### config.mk
export PLATFORM = sky130hd
export DESIGN_NAME = div_shift_16b_flat
export DESIGN_NICKNAME = d
export VERILOG_FILES = /design/src/rtl/div_shift_16b_if.sv /design/src/rtl/div_shift_16b.sv /design/src/flat_wrapper.sv
export SDC_FILE = /design/constraint.sdc
export NUM_CORES = 1
export LEC_CHECK = 0
export CAP_MARGIN = 15
export CORE_AREA = 2 2 154 156
export DETAILED_ROUTE_END_ITERATION = 8
export DIE_AREA = 0 0 156 158
export SLEW_MARGIN = 10
export SYNTH_ARGS = -nofsm -noshare
export SYNTH_HDL_FRONTEND = slang
export SYNTH_SLANG_ARGS = --single-unit
### constraint.sdc
create_clock -name clk -period 8.8 [get_ports clk]
set_input_delay 1.76 -clock clk [delete_from_list [all_inputs] [get_ports clk]]
set_output_delay 1.76 -clock clk [all_outputs]
set_load 0.01 [all_outputs]
### src/rtl/div_shift_16b_if.sv
// Request/response bundle shared by the divider and its issuing stage.
// Uses the same valid/ready/out_valid/flush handshake as the multiplier.
interface div_shift_16b_if #(
    parameter int WIDTH = 16
);
    logic             div_valid;
    logic             flush;
    logic             divw;
    logic             div_signed;
    logic [WIDTH-1:0] dividend;
    logic [WIDTH-1:0] divisor;
    logic             div_ready;
    logic             out_valid;
    logic [WIDTH-1:0] quotient;
    logic [WIDTH-1:0] remainder;

    modport master (
        output div_valid, flush, divw, div_signed, dividend, divisor,
        input  div_ready, out_valid, quotient, remainder
    );

    modport slave (
        input  div_valid, flush, divw, div_signed, dividend, divisor,
        output div_ready, out_valid, quotient, remainder
    );
endinterface

### src/rtl/div_shift_16b.sv
// Iterative radix-2 restoring divider, signed/unsigned with half-width "w" mode.
// RISC-V divide-by-zero and overflow results complete one edge after accept.
module div_shift_16b #(
    parameter int WIDTH = 16
) (
    input  logic            clk,
    input  logic            rst_n,
    div_shift_16b_if.slave  bus
);
    localparam int HALF = WIDTH / 2;
    localparam int CW   = $clog2(WIDTH);
    localparam logic [CW-1:0] LAST_ITER = CW'(WIDTH - 1);

    typedef enum logic [1:0] {
        IDLE,
        CALC,
        DONE
    } state_t;

    state_t           state_q;
    logic [CW-1:0]    cnt_q;
    logic [WIDTH-1:0] remAcc_q;
    logic [WIDTH-1:0] quoAcc_q;
    logic [WIDTH-1:0] divisor_q;
    logic             negQuo_q;
    logic             negRem_q;
    logic             halfMode_q;
    logic [WIDTH-1:0] quotient_q;
    logic [WIDTH-1:0] remainder_q;
    logic             outValid_q;

    logic [WIDTH-1:0] effA;
    logic [WIDTH-1:0] effB;
    logic [WIDTH-1:0] absA;
    logic [WIDTH-1:0] absB;
    logic [WIDTH-1:0] mostNeg;
    logic             divZero;
    logic             overflow;

    logic [WIDTH:0]   remShift;
    logic             trialOk;
    logic [WIDTH-1:0] remAcc_d;
    logic [WIDTH-1:0] quoAcc_d;
    logic [WIDTH-1:0] quoFinal;
    logic [WIDTH-1:0] remFinal;

    function automatic logic [WIDTH-1:0] sextHalf(input logic half, input logic [WIDTH-1:0] v);
        return half ? {{HALF{v[HALF-1]}}, v[HALF-1:0]} : v;
    endfunction

    // Effective operands: in w mode the low half is sign- or zero-extended first.
    assign effA = bus.divw ? {{HALF{bus.div_signed & bus.dividend[HALF-1]}}, bus.dividend[HALF-1:0]}
                           : bus.dividend;
    assign effB = bus.divw ? {{HALF{bus.div_signed & bus.divisor[HALF-1]}}, bus.divisor[HALF-1:0]}
                           : bus.divisor;
    assign absA = (bus.div_signed & effA[WIDTH-1]) ? -effA : effA;
    assign absB = (bus.div_signed & effB[WIDTH-1]) ? -effB : effB;

    assign mostNeg  = bus.divw ? {{(HALF+1){1'b1}}, {(HALF-1){1'b0}}} : {1'b1, {(WIDTH-1){1'b0}}};
    assign divZero  = (effB == '0);
    assign overflow = bus.div_signed & (effA == mostNeg) & (&effB);

    // A set top bit of the shifted remainder guarantees the trial succeeds,
    // and the true difference then still fits in WIDTH bits.
    assign remShift = {remAcc_q, quoAcc_q[WIDTH-1]};
    assign trialOk  = remShift[WIDTH] | (remShift[WIDTH-1:0] >= divisor_q);
    assign remAcc_d = trialOk ? (remShift[WIDTH-1:0] - divisor_q) : remShift[WIDTH-1:0];
    assign quoAcc_d = {quoAcc_q[WIDTH-2:0], trialOk};

    assign quoFinal = sextHalf(halfMode_q, negQuo_q ? -quoAcc_d : quoAcc_d);
    assign remFinal = sextHalf(halfMode_q, negRem_q ? -remAcc_d : remAcc_d);

    always_ff @(posedge clk or negedge rst_n) begin
        if (!rst_n) begin
            state_q     <= IDLE;
            cnt_q       <= '0;
            remAcc_q    <= '0;
            quoAcc_q    <= '0;
            divisor_q   <= '0;
            negQuo_q    <= 1'b0;
            negRem_q    <= 1'b0;
            halfMode_q  <= 1'b0;
            quotient_q  <= '0;
            remainder_q <= '0;
            outValid_q  <= 1'b0;
        end else begin
            outValid_q <= 1'b0;
            case (state_q)
                IDLE: begin
                    if (bus.div_valid && !bus.flush) begin
                        halfMode_q <= bus.divw;
                        negQuo_q   <= bus.div_signed & (effA[WIDTH-1] ^ effB[WIDTH-1]);
                        negRem_q   <= bus.div_signed & effA[WIDTH-1];
                        cnt_q      <= '0;
                        if (divZero || overflow) begin
                            quotient_q  <= divZero ? '1 : effA;
                            remainder_q <= divZero ? sextHalf(bus.divw, effA) : '0;
                            outValid_q  <= 1'b1;
                            state_q     <= DONE;
                        end else begin
                            remAcc_q  <= '0;
                            quoAcc_q  <= absA;
                            divisor_q <= absB;
                            state_q   <= CALC;
                        end
                    end
                end
                CALC: begin
                    if (bus.flush) begin
                        state_q <= IDLE;
                    end else begin
                        remAcc_q <= remAcc_d;
                        quoAcc_q <= quoAcc_d;
                        cnt_q    <= cnt_q + 1'b1;
                        if (cnt_q == LAST_ITER) begin
                            quotient_q  <= quoFinal;
                            remainder_q <= remFinal;
                            outValid_q  <= 1'b1;
                            state_q     <= DONE;
                        end
                    end
                end
                DONE: begin
                    state_q <= IDLE;
                end
                default: begin
                    state_q <= IDLE;
                end
            endcase
        end
    end

    // A flush during the DONE cycle must hide that cycle's result pulse.
    assign bus.out_valid = outValid_q & ~bus.flush;
    assign bus.div_ready = (state_q == IDLE);
    assign bus.quotient  = quotient_q;
    assign bus.remainder = remainder_q;
endmodule
### src/flat_wrapper.sv
// flat-port wrapper written by rule: the top's interface ports become plain ports
module div_shift_16b_flat 
#(
    parameter int WIDTH = 16
)
  (clk, rst_n, bus_div_valid, bus_flush, bus_divw, bus_div_signed, bus_dividend, bus_divisor, bus_div_ready, bus_out_valid, bus_quotient, bus_remainder);
  div_shift_16b_if #(.WIDTH(WIDTH)) bus_i ();
  input  logic clk;
  input  logic rst_n;
  input wire logic [$bits(bus_i.div_valid)-1:0] bus_div_valid;
  input wire logic [$bits(bus_i.flush)-1:0] bus_flush;
  input wire logic [$bits(bus_i.divw)-1:0] bus_divw;
  input wire logic [$bits(bus_i.div_signed)-1:0] bus_div_signed;
  input wire logic [$bits(bus_i.dividend)-1:0] bus_dividend;
  input wire logic [$bits(bus_i.divisor)-1:0] bus_divisor;
  output wire logic [$bits(bus_i.div_ready)-1:0] bus_div_ready;
  output wire logic [$bits(bus_i.out_valid)-1:0] bus_out_valid;
  output wire logic [$bits(bus_i.quotient)-1:0] bus_quotient;
  output wire logic [$bits(bus_i.remainder)-1:0] bus_remainder;
  assign bus_i.div_valid = bus_div_valid;
  assign bus_i.flush = bus_flush;
  assign bus_i.divw = bus_divw;
  assign bus_i.div_signed = bus_div_signed;
  assign bus_i.dividend = bus_dividend;
  assign bus_i.divisor = bus_divisor;
  assign bus_div_ready = bus_i.div_ready;
  assign bus_out_valid = bus_i.out_valid;
  assign bus_quotient = bus_i.quotient;
  assign bus_remainder = bus_i.remainder;
  div_shift_16b #(.WIDTH(WIDTH)) u_core (.clk(clk), .rst_n(rst_n), .bus(bus_i));
endmodule
Word level (Yosys, flattened, before mapping)
Index checks and enable logic that the tools add are counted.
{ "classes": {"addsub": 6, "n_mul": 0, "n_div": 0, "magnitude_cmp": 1, "n_eq_ne": 9, "shift": 0, "mux": 44, "bitwise_logic": 12, "reduce_logical": 13} }
{ "ops": {"columns": ["cell", "n"], "rows": [
  ["$mux 16", 26],
  ["$pmux 16 s2", 4],
  ["$neg 16->16", 4],
  ["$eq 16x16->1", 1],
  ["$ge 16x16->1", 1],
  ["$logic_not 16->1", 1],
  ["$reduce_and 16->1", 1],
  ["$sub 16x16->16", 1],
  ["$mux 15", 1],
  ["$and 1x1->1", 8],
  ["$mux 2", 4],
  ["$mux 4", 2],
  ["$pmux 4 s2", 1],
  ["$ne 2x1->1 const B", 3],
  ["$reduce_and 3->1", 2],
  ["$reduce_and 5->1", 1],
  ["$add 4x1->4 const B", 1],
  ["$eq 4x4->1 const B", 1],
  ["$mux 1", 4],
  ["$ne 2x2->1 const B", 2],
  ["$pmux 2 s2", 1],
  ["$reduce_and 2->1", 2],
  ["$reduce_and 4->1", 1],
  ["$ne 3x2->1 const B", 1],
  ["10 further kinds", 11]
]} }
{ "word_totals": {"register_bits": 90, "latch_bits": 0, "ram_bits": 0, "rom_bits": 0, "output_inout_bits": 34, "wordCells": 96, "mem_count": 0} }

Longest topological paths before layout
Gate-level depths: netlist (run 1).
{ "depth": {"ltp_word": 9, "ltp_mapped": 20, "mapped_depth_nobuf": 17} }

Worst setup path before layout (run 1)
No wires, ideal clock.
{ "synth_timing": {"kind": "input -> register", "start": "input bus_divisor[0]", "end": "register u_core.remainder_q[12] (netlist: u_core.bus.remainder[12])", "setup_time_ps": 131, "arrival_ps": 3869, "required_ps": 8669, "path_slack_ps": 4800, "cell_stages": 13, "n_path_buf": 1, "path_cell_list": "inv_1 ha_1 or3b_1 nand4b_4 or2_1 buf_2 nor2_4 a21oi_2 o22a_1 inv_2 o211ai_2 a311oi_1 a21oi_1"} }
{ "synth_between": {"elab_chain_len": 6, "word_cells_on_any_way": 11, "classes_between": "eq/ne (1); mux (5); bitwise (1); reduce/logical (4)"} }
{ "synth_rtl": {"columns": ["item", "line", "text"], "rows": [
  ["start: declaration", "flat_wrapper.sv:15", "input wire logic [$bits(bus_i.divisor)-1:0] bus_divisor;"],
  ["$mux 16 (*)", "div_shift_16b.sv:54", "assign effB = bus.divw ? {{HALF{bus.div_signed & bus.divisor[HALF-1]}}, bus.divisor[HALF-1:0]}"],
  ["$logic_not 16->1 / $reduce_and 16->1 (equally long branches)", "div_shift_16b.sv:60, div_shift_16b.sv:61", null],
  ["$mux 16 / $and 1x1->1 (equally long branches)", "div_shift_16b.sv:97, div_shift_16b.sv:61", null],
  ["$mux 16 / $logic_or 1x1->1 (equally long branches)", "div_shift_16b.sv:95", "if (divZero || overflow) begin"],
  ["$mux 16 / $ne 2x1->1 (equally long branches)", null, null],
  ["$pmux 16 s2 / $reduce_and 5->1 (equally long branches)", null, null],
  ["end signal: assignment", "div_shift_16b.sv:97", "remainder_q <= divZero ? sextHalf(bus.divw, effA) : '0;"],
  ["end signal: assignment", "div_shift_16b.sv:117", "remainder_q <= remFinal;"],
  ["end: declaration", "div_shift_16b.sv:29", "logic [WIDTH-1:0] remainder_q;"]
]} }
Every way passes the cells marked *; elsewhere a longest branch is shown, timed or not. The select of a mux whose other input is x is not followed.
A chain may end at the register's enable or synchronous reset.

Final worst setup path (run 1)
{ "layout_timing": {"start": "input bus_divw", "end": "register u_core.remainder_q[12] (netlist: u_core.bus.remainder[12])"} }
{ "layout_between": {"elab_chain_len": 7, "word_cells_on_any_way": 16, "classes_between": "eq/ne (2); mux (8); bitwise (2); reduce/logical (4)"} }
{ "layout_rtl": {"columns": ["item", "line", "text"], "rows": [
  ["start: declaration", "flat_wrapper.sv:12", "input wire logic [$bits(bus_i.divw)-1:0] bus_divw;"],
  ["$mux 16 / $mux 15 (equally long branches)", "div_shift_16b.sv:52, div_shift_16b.sv:59", null],
  ["$eq 16x16->1", "div_shift_16b.sv:61", "assign overflow = bus.div_signed & (effA == mostNeg) & (&effB);"],
  ["$and 1x1->1 (2 in series)", "div_shift_16b.sv:61", null],
  ["$logic_or 1x1->1", "div_shift_16b.sv:95", null],
  ["$ne 2x1->1 (no source line)", null, null],
  ["$reduce_and 5->1 (no source line)", null, null]
]} }
Several ways; a longest one is shown, not always the timed one. The select of a mux whose other input is x is not followed.

==> summary.md, run 1 <==
| Metric | Value |
|---|---|
| Status | `finished, final reports clean` |
| Synth Register Bits | `90` |
| R2R Path End | `u_core.bus.remainder[10]` |
| Clk root buf | `clkbuf_16` |
| First-pass GRT wire length | `32820 um` |
| Final WS setup | `approximately 3.3 ns` |
| Leakage power | `around 3.3 nW` |
| TNS Setup | `0 ns` |
| DP HPWL | `approximately 16000 um` |
| Maximum number of pins on one net before global-route repair | `51` |
| Vias in the first global route | `slightly below 6k` |
| Post-Synthesis Cell Area | `6753 um^2` |
| Worst slew margin | `0.2862` |
| RePlAce Congestion | `~0.9` |
| TritonCTS Buffers | `9` |
| Final Max Tran Viols | `0` |
| Period minus WS final | `around 5.5 ns` |
| R2R setup slack | `approximately 4.2 ns` |
| Core area | `23050 um^2` |
| Post-synth top flop | `dfrtp_1` |
| Max Freq | `0.1827 GHz` |
| DR DRC count | `0` |
| Setup crit end kind | `flop` |
| H-Tree Depth | `3` |
| Placed Area | `between 7000 and 8000 um^2` |
| Hold-critical path endpoint | `u_core.bus.quotient[1]` |
| Top cells by area in the synthesized netlist | `dfrtp_1 33%, o21ai_0 7.3%, nand2_1 6.1%` |
| Fin cells | `about 1.2k` |
| Gr ovfl total | `0` |
| Post-synth EDFFs | `0` |
| Die area | `between 20000 and 25000 um^2` |
| Clock Sink Count | `90` |
| Maximum vdd drop | `165.7 uV` |
| Share of the core filled with cells | `0.3461` |
| GRT Util Overall | `0.1712` |
| Rows | `56` |
| Pwr dens | `between 200 and 300 nW/um^2` |
| Clk buf depth | `2` |
| M1 GR Usage | `0.2456` |
| Skew final | `roughly 0.013 ns` |
| WL final | `roughly 21000 um` |
| Final ANT Viol Nets | `0` |
| Worst EP required | `9.04 ns` |
| Wire per inst | `17.84 um` |
| CTS tree | `done` |
| Total power | `2.339 mW` |
| Worst r2r path cells | `16` |
| Share of layout cells above drive strength 1 | `0.06470` |
| Cell with the most instances after synthesis | `nand2_1` |
| Final Cell Area | `about 8000 um^2` |
| Final setup vio count | `0` |
| Gr busiest metal | `met2` |
| Worst-margin pin slew | `between 1 and 1.5 ns` |
| NumNets Final | `937` |
| Fin. Hold Viols | `0` |
| Clock insertion delay at the later pin of the skew report | `approximately 0.36 ns` |
| Area grow syn2layout | `18.16%` |
| Initial Util | `0.2929` |
| Post-Syn Nets | `roughly 900` |
| Placed Cells | `1155` |
| Post-synth cell types | `90` |
| Arr. time, crit path | `5.71 ns` |
| RR Startpoint | `u_core.quoAcc_q[15]` |
| DRT Pass-1 Iters | `5` |
| Hold slack | `between 0.4 and 0.5 ns` |
| Clk slew on worst S/H paths | `roughly 0.070 ns` |
| Post-route clock period utilization | `0.6219` |
| Commonest cells in the netlist | `110 x nand2_1, 98 x o21ai_0, 90 x dfrtp_1` |
| Cells after Synth | `831` |
| Post-synth ARST share | `1.000` |
| Syn avg cell area | `a little over 8 um^2` |
| Setup Crit Path Kind | `input pin to flop` |
| CP max FO | `32` |
| Startpoint Class | `input pin` |
| Area share of the largest cell type after synthesis | `0.3335` |
| Warnings from Yosys | `0` |
| Die Ht | `158 um` |
| Hold Crit Class | `flop to flop` |
| First DRT Iteration DRCs | `637` |
| Detail-routed via count per cell | `5.477` |
| Hold buffer count at cts | `0` |
| Antenna Diode Count | `0` |
| Hold Startpoint | `u_core.bus.quotient[1]` |
| Met2 Track Usage GR | `0.2661` |
| IO Count | `between 70 and 80` |
| Grt met3 use | `0.02491` |
| Initial antenna violation count | `0` |
| Die width | `156 um` |
| Max Cap Viol | `0` |
| Cell taking the most area after synthesis | `dfrtp_1` |
| IO Port Bufs | `71` |
| PostCTS Resize Cnt | `0` |
| Pre-CTS setup slack | `approximately 3.0 ns` |
| Hold path depth | `2` |
| DR vias | `between 6k and 7k` |
| Unrepaired setup endpoints after global routing | `no` |
| Post-synthesis sequential area ratio | `0.3335` |
| Buffer count from post-CTS setup fixing | `0` |
[state kept, by name, indices dropped and copies added, names as in the netlist]
signal and cells:
u_core.bus.quotient 16, u_core.bus.remainder 16, u_core.cnt_q 4, u_core.divisor_q 16, u_core.halfMode_q 1, u_core.negQuo_q 1
u_core.negRem_q 1, u_core.outValid_q 1, u_core.quoAcc_q 16, u_core.remAcc_q 16, u_core.state_q 2
[worst max-delay path: stages]
cell and delay [ns]:
clkdlybuf4s50_1 1.10, nand2b_1 0.27, nand4b_4 0.13, or2_1 0.34, nor2_4 0.23, a21oi_2 0.10
o22a_1 0.53, inv_2 0.57, o211ai_2 0.28, a311oi_1 0.28, a21oi_1 0.09
[logic make-up after synthesis]
family | count (synthesis) | synth area share
and+or+nand+nor | 303 | 0.2212
DFF | 90 | 0.3335
xor gates and xnor gates | 56 | 0.07263
buffers and inverters | 76 | 0.04799
adders and majority gates | 23 | 0.04373
AOI/OAI and AO/OA | 274 | 0.2674
muxes | 9 | 0.01353
[worst max path at each step]
stage                               from                       end  slack, ns
after floorplan           bus_divisor[0]  u_core.bus.remainder[12]       4.80
after global placement          bus_divw  u_core.bus.remainder[12]       3.08
after detailed placement        bus_divw  u_core.bus.remainder[12]       2.99
after CTS                       bus_divw  u_core.bus.remainder[12]       3.36
after global routing            bus_divw   u_core.bus.quotient[12]       2.97
final                           bus_divw  u_core.bus.remainder[12]       3.33
[cell usage in the layout (no fill, tap or decap), types with 4 or more instances in the layout]
master           netlist  routed
a211o_1                4       4
a211oi_1               5       5
a21boi_0               4       4
a21o_1                 7       7
a21oi_1               46      46
a22o_1                11      11
a31oi_1               16      16
and2_1                 4       4
and3_1                 4       4
buf_4                  2       6
clkbuf_16              0       9
clkdlybuf4s50_1        0      70
dfrtp_1               90      90
ha_1                  22      22
inv_1                 32      32
mux2i_1                8       8
nand2_1              110     110
nand2b_1              11      11
nand3_1               21      21
nand4_1                8       8
nor2_1                67      67
nor2b_1                9       8
nor3_1                18      18
nor4_1                 8       8
o2111ai_1              4       4
o211ai_1               4       4
o21a_1                 5       5
o21ai_0               98      98
o21ai_1                4       4
o22ai_1                8       8
o31ai_1               14      14
o41ai_1                4       4
or2_2                  6       6
or3_1                 12      12
xnor2_1               28      28
xor2_1                28      28
[power by group]
part	switching (mW)	internal [mW]	leakage, nW	total [mW]
clock	0.180	0.224	0.145	0.404
combinational	0.864	0.502	1.94	1.37
sequential	0.0894	0.480	1.20	0.569
[routing by layer]
layer  vias up  wire length, um
met2       210             9335
met3        24             1378
li1       3098                -
met5         -               56
met4         2              353
met1      3079             9762
[area by class of cell]
type / count / area [um^2]
timing repair buffer: 76 / 745.7
inverter: 34 / 130.1
sequential: 90 / 2252
tap: 290 / 362.8
fill: 2377 / 15070
clock inverter: 6 / 71.32
multi-input combinational: 665 / 4188
clock buffer: 10 / 229.0
(Power assumes the default switching activity.)
==> run 2, diff against run 1 <==
clock period = 5.35 ns   (was 8.8 ns; I/O delays follow)
==> run 2 against run 1 <==
  * Critical path depth is 3 higher
  * Critical path type unchanged
  * Largest power group unchanged
  * Clock skew is 0.0054 ns lower
  * Sequential share of layout area is 0.11 points lower
  * Sequential power is 65% higher
  * Total power is 65% higher
  * Global-route usage hardly changed
==> summary.md, run 2 (synthesis gave the netlist of run 1 again) <==
| Metric | Value |
|---|---|
| Core area | `23050 um^2 (unchanged)` |
| Hold Startpoint | `u_core.bus.quotient[1] (unchanged)` |
| Detail-routed via count per cell | `5.420 (was 5.477)` |
| Final ANT Viol Nets | `0 (unchanged)` |
| First DRT Iteration DRCs | `484 (was 637)` |
| Placed Area | `7709 um^2 (was 7679 um^2)` |
| Final WS setup | `1.022 ns (was 3.327 ns)` |
| Max Cap Viol | `0 (unchanged)` |
| IO Port Bufs | `71 (unchanged)` |
| Slowest cell on crit path | `clkdlybuf4s50_1 (unchanged)` |
| PostCTS Resize Cnt | `0 (unchanged)` |
| Fin cells | `1175 (was 1171)` |
| Leakage power | `3.299 nW (was 3.284 nW)` |
| Worst r2r path cells | `17 (was 16)` |
| DRT Pass-1 Iters | `6 (was 5)` |
| R2R setup slack | `1.35 ns (was 4.18 ns)` |
| Placed Cells | `1159 (was 1155)` |
| Setup crit end kind | `flop (unchanged)` |
| Setup crit start | `bus_divisor[1] (was bus_divw)` |
| Maximum number of pins on one net before global-route repair | `56 (was 51)` |
| Area grow syn2layout | `18.64% (was 18.16%)` |
| WL final | `20820 um (was 20890 um)` |
| Fin. Hold Viols | `0 (unchanged)` |
| Pre-CTS setup slack | `0.6375 ns (was 2.991 ns)` |
| DR DRC count | `0 (unchanged)` |
| Die area | `24650 um^2 (unchanged)` |
| RePlAce Congestion | `0.9287 (was 0.9139)` |
| R2R Path End | `u_core.bus.quotient[14] (was u_core.bus.remainder[10])` |
| Post-route clock period utilization | `0.8089` |
| GRT Util Overall | `0.1709 (was 0.1712)` |
| Gr ovfl total | `0 (unchanged)` |
| RR Startpoint | `u_core.quoAcc_q[15] (unchanged)` |
| Sequential Power Share | `0.243 (about the same)` |
| Final Max Tran Viols | `0 (unchanged)` |
| Pwr dens | `482.7 nW/um^2 (was 293.1 nW/um^2)` |
| Wire per inst | `17.72 um (was 17.84 um)` |
| Share of layout cells above drive strength 1 | `0.06893 (was 0.06470)` |
| Clk slew on worst S/H paths | `0.07 ns (about the same)` |
| Clk buf depth | `2 (unchanged)` |
| Status | `finished, final reports clean (unchanged)` |
| Worst slew margin | `0.3188 (was 0.2862)` |
| Hold buffer count at cts | `0 (unchanged)` |
| Most common cell after layout, fill and taps aside | `nand2_1 (unchanged)` |
| Setup Crit Path Kind | `input pin to flop (unchanged)` |
| Buffer count from post-CTS setup fixing | `0 (unchanged)` |
| Clk root buf | `clkbuf_16 (unchanged)` |
| Hold slack | `0.4811 ns (was 0.4896 ns)` |
| TNS Setup | `0 ns (unchanged)` |
| Die width | `156 um (unchanged)` |
| Psw | `1.875 mW (was 1.133 mW)` |
| Comb pwr share | `0.585 (was 0.584)` |
| Switching Share | `0.4848 (was 0.4846)` |
| Worst-margin pin slew | `1.020 ns (was 1.069 ns)` |
| Share of the core filled with cells | `0.3475 (was 0.3461)` |
| DP HPWL | `15910 um (was 15890 um)` |
| Clock insertion delay at the later pin of the skew report | `0.35 ns (was 0.36 ns)` |
| Maximum vdd drop | `215.4 uV (was 165.7 uV)` |
| Worst EP required | `5.59 ns (was 9.04 ns)` |
| TritonCTS Buffers | `9 (unchanged)` |
| CTS tree | `done (unchanged)` |
| Max Freq | `0.2311 GHz` |
| Clock Sink Count | `90 (unchanged)` |
| Internal power | `1.992 mW (was 1.206 mW)` |
| Startpoint Class | `input pin (unchanged)` |
| Clock power share | `0.171 (was 0.173)` |
| CP endpoint | `u_core.bus.remainder[12] (unchanged)` |
| Slowest stage delay, CP | `0.46 ns (was 1.10 ns)` |
| Total power | `3.867 mW (was 2.339 mW)` |
| Arr. time, crit path | `4.56 ns (was 5.71 ns)` |
| Skew final | `0.007284 ns (was 0.01266 ns)` |
| Final setup vio count | `0 (unchanged)` |
| Worst-path cell chain | `clkdlybuf4s50_1 > inv_1 > ha_1 > or3b_1 > nand4b_4 > or2_1 > nor2_4 > a21oi_2 > o22a_1 > buf_4 > inv_2 > o211ai_2 > a311oi_1 > a21oi_1 (was clkdlybuf4s50_1 > nand2b_1 > nand4b_4 > or2_1 > nor2_4 > a21oi_2 > o22a_1 > inv_2 > o211ai_2 > a311oi_1 > a21oi_1)` |
| Rows | `56 (unchanged)` |
| Stages on worst setup path | `14 (was 11)` |
| Commonest non-fill, non-tap cells in the layout | `110 x nand2_1, 98 x o21ai_0, 90 x dfrtp_1 (unchanged)` |
| Final Cell Area | `8011 um^2 (was 7979 um^2)` |
| CP max FO | `32 (unchanged)` |
| NumNets Final | `941 (was 937)` |
| Unrepaired setup endpoints after global routing | `no (unchanged)` |
| Hold Crit Class | `flop to flop (unchanged)` |
| Top delay family on crit path | `simple AND/OR/NAND/NOR gates (was buffers and inverters)` |
| DR vias | `6368 (was 6413)` |
| Die Ht | `158 um (unchanged)` |
| IO Count | `72 (unchanged)` |
| First-pass GRT wire length | `32850 um (was 32820 um)` |
| Initial Util | `0.2929 (unchanged)` |
| H-Tree Depth | `3 (unchanged)` |
| Antenna Diode Count | `0 (unchanged)` |
| Period minus WS final | `4.328 ns` |
| Vias in the first global route | `6076 (was 5866)` |
| Initial antenna violation count | `0 (unchanged)` |
| Bufs and invs on worst path | `4 (was 2)` |
-- run 2: power groups by stage --
stage | Sequential [mW] | Clock (mW) | Combinational [mW]
final | 0.941 | 0.663 | 2.26
after detailed placement | 0.948 | 0 | 2.24
after global routing | 0.955 | 0.701 | 2.50
after CTS | 0.937 | 0.677 | 2.25
after global placement | 0.945 | 0 | 2.23
after floorplan | 0.888 | 0 | 1.75
-- run 2: area by class of cell --
cell class              count  area [um^2]
clock buffers              10        229.0
clock inverters             6        73.82
fillers                  2407        15040
inverters                  34        130.1
multi-input cells         665         4188
flip-flops and latches     90         2252
well taps                 290        362.8
repair buffers             80        775.7
-- run 2: worst reg2reg max path, delay by kind of cell (launching register included) --
family / cells / cell delay [ns]
xor+xnor: 1 / 0.19
fa+ha+maj: 3 / 0.64
compound gates: 5 / 1.04
buf+inv: 3 / 0.65
flops: 1 / 0.42
simple gates: 5 / 0.96
-- run 2: worst min path at each step --
stage	endpoint	cells after the start	slack, ns
after floorplan	u_core.divisor_q[0]	2	0.46
after global placement	u_core.bus.quotient[1]	2	0.47
after detailed placement	u_core.bus.quotient[1]	2	0.47
after CTS	u_core.bus.quotient[1]	2	0.49
after global routing	u_core.bus.quotient[3]	2	0.52
final	u_core.bus.quotient[1]	2	0.48
-- run 2: metal layers --
layer	wire length [um]	GRT usage
met1	10060	0.2475
met3	1144	0.02820
met2	9236	0.2611
met4	380	0.05111
met5	0	0
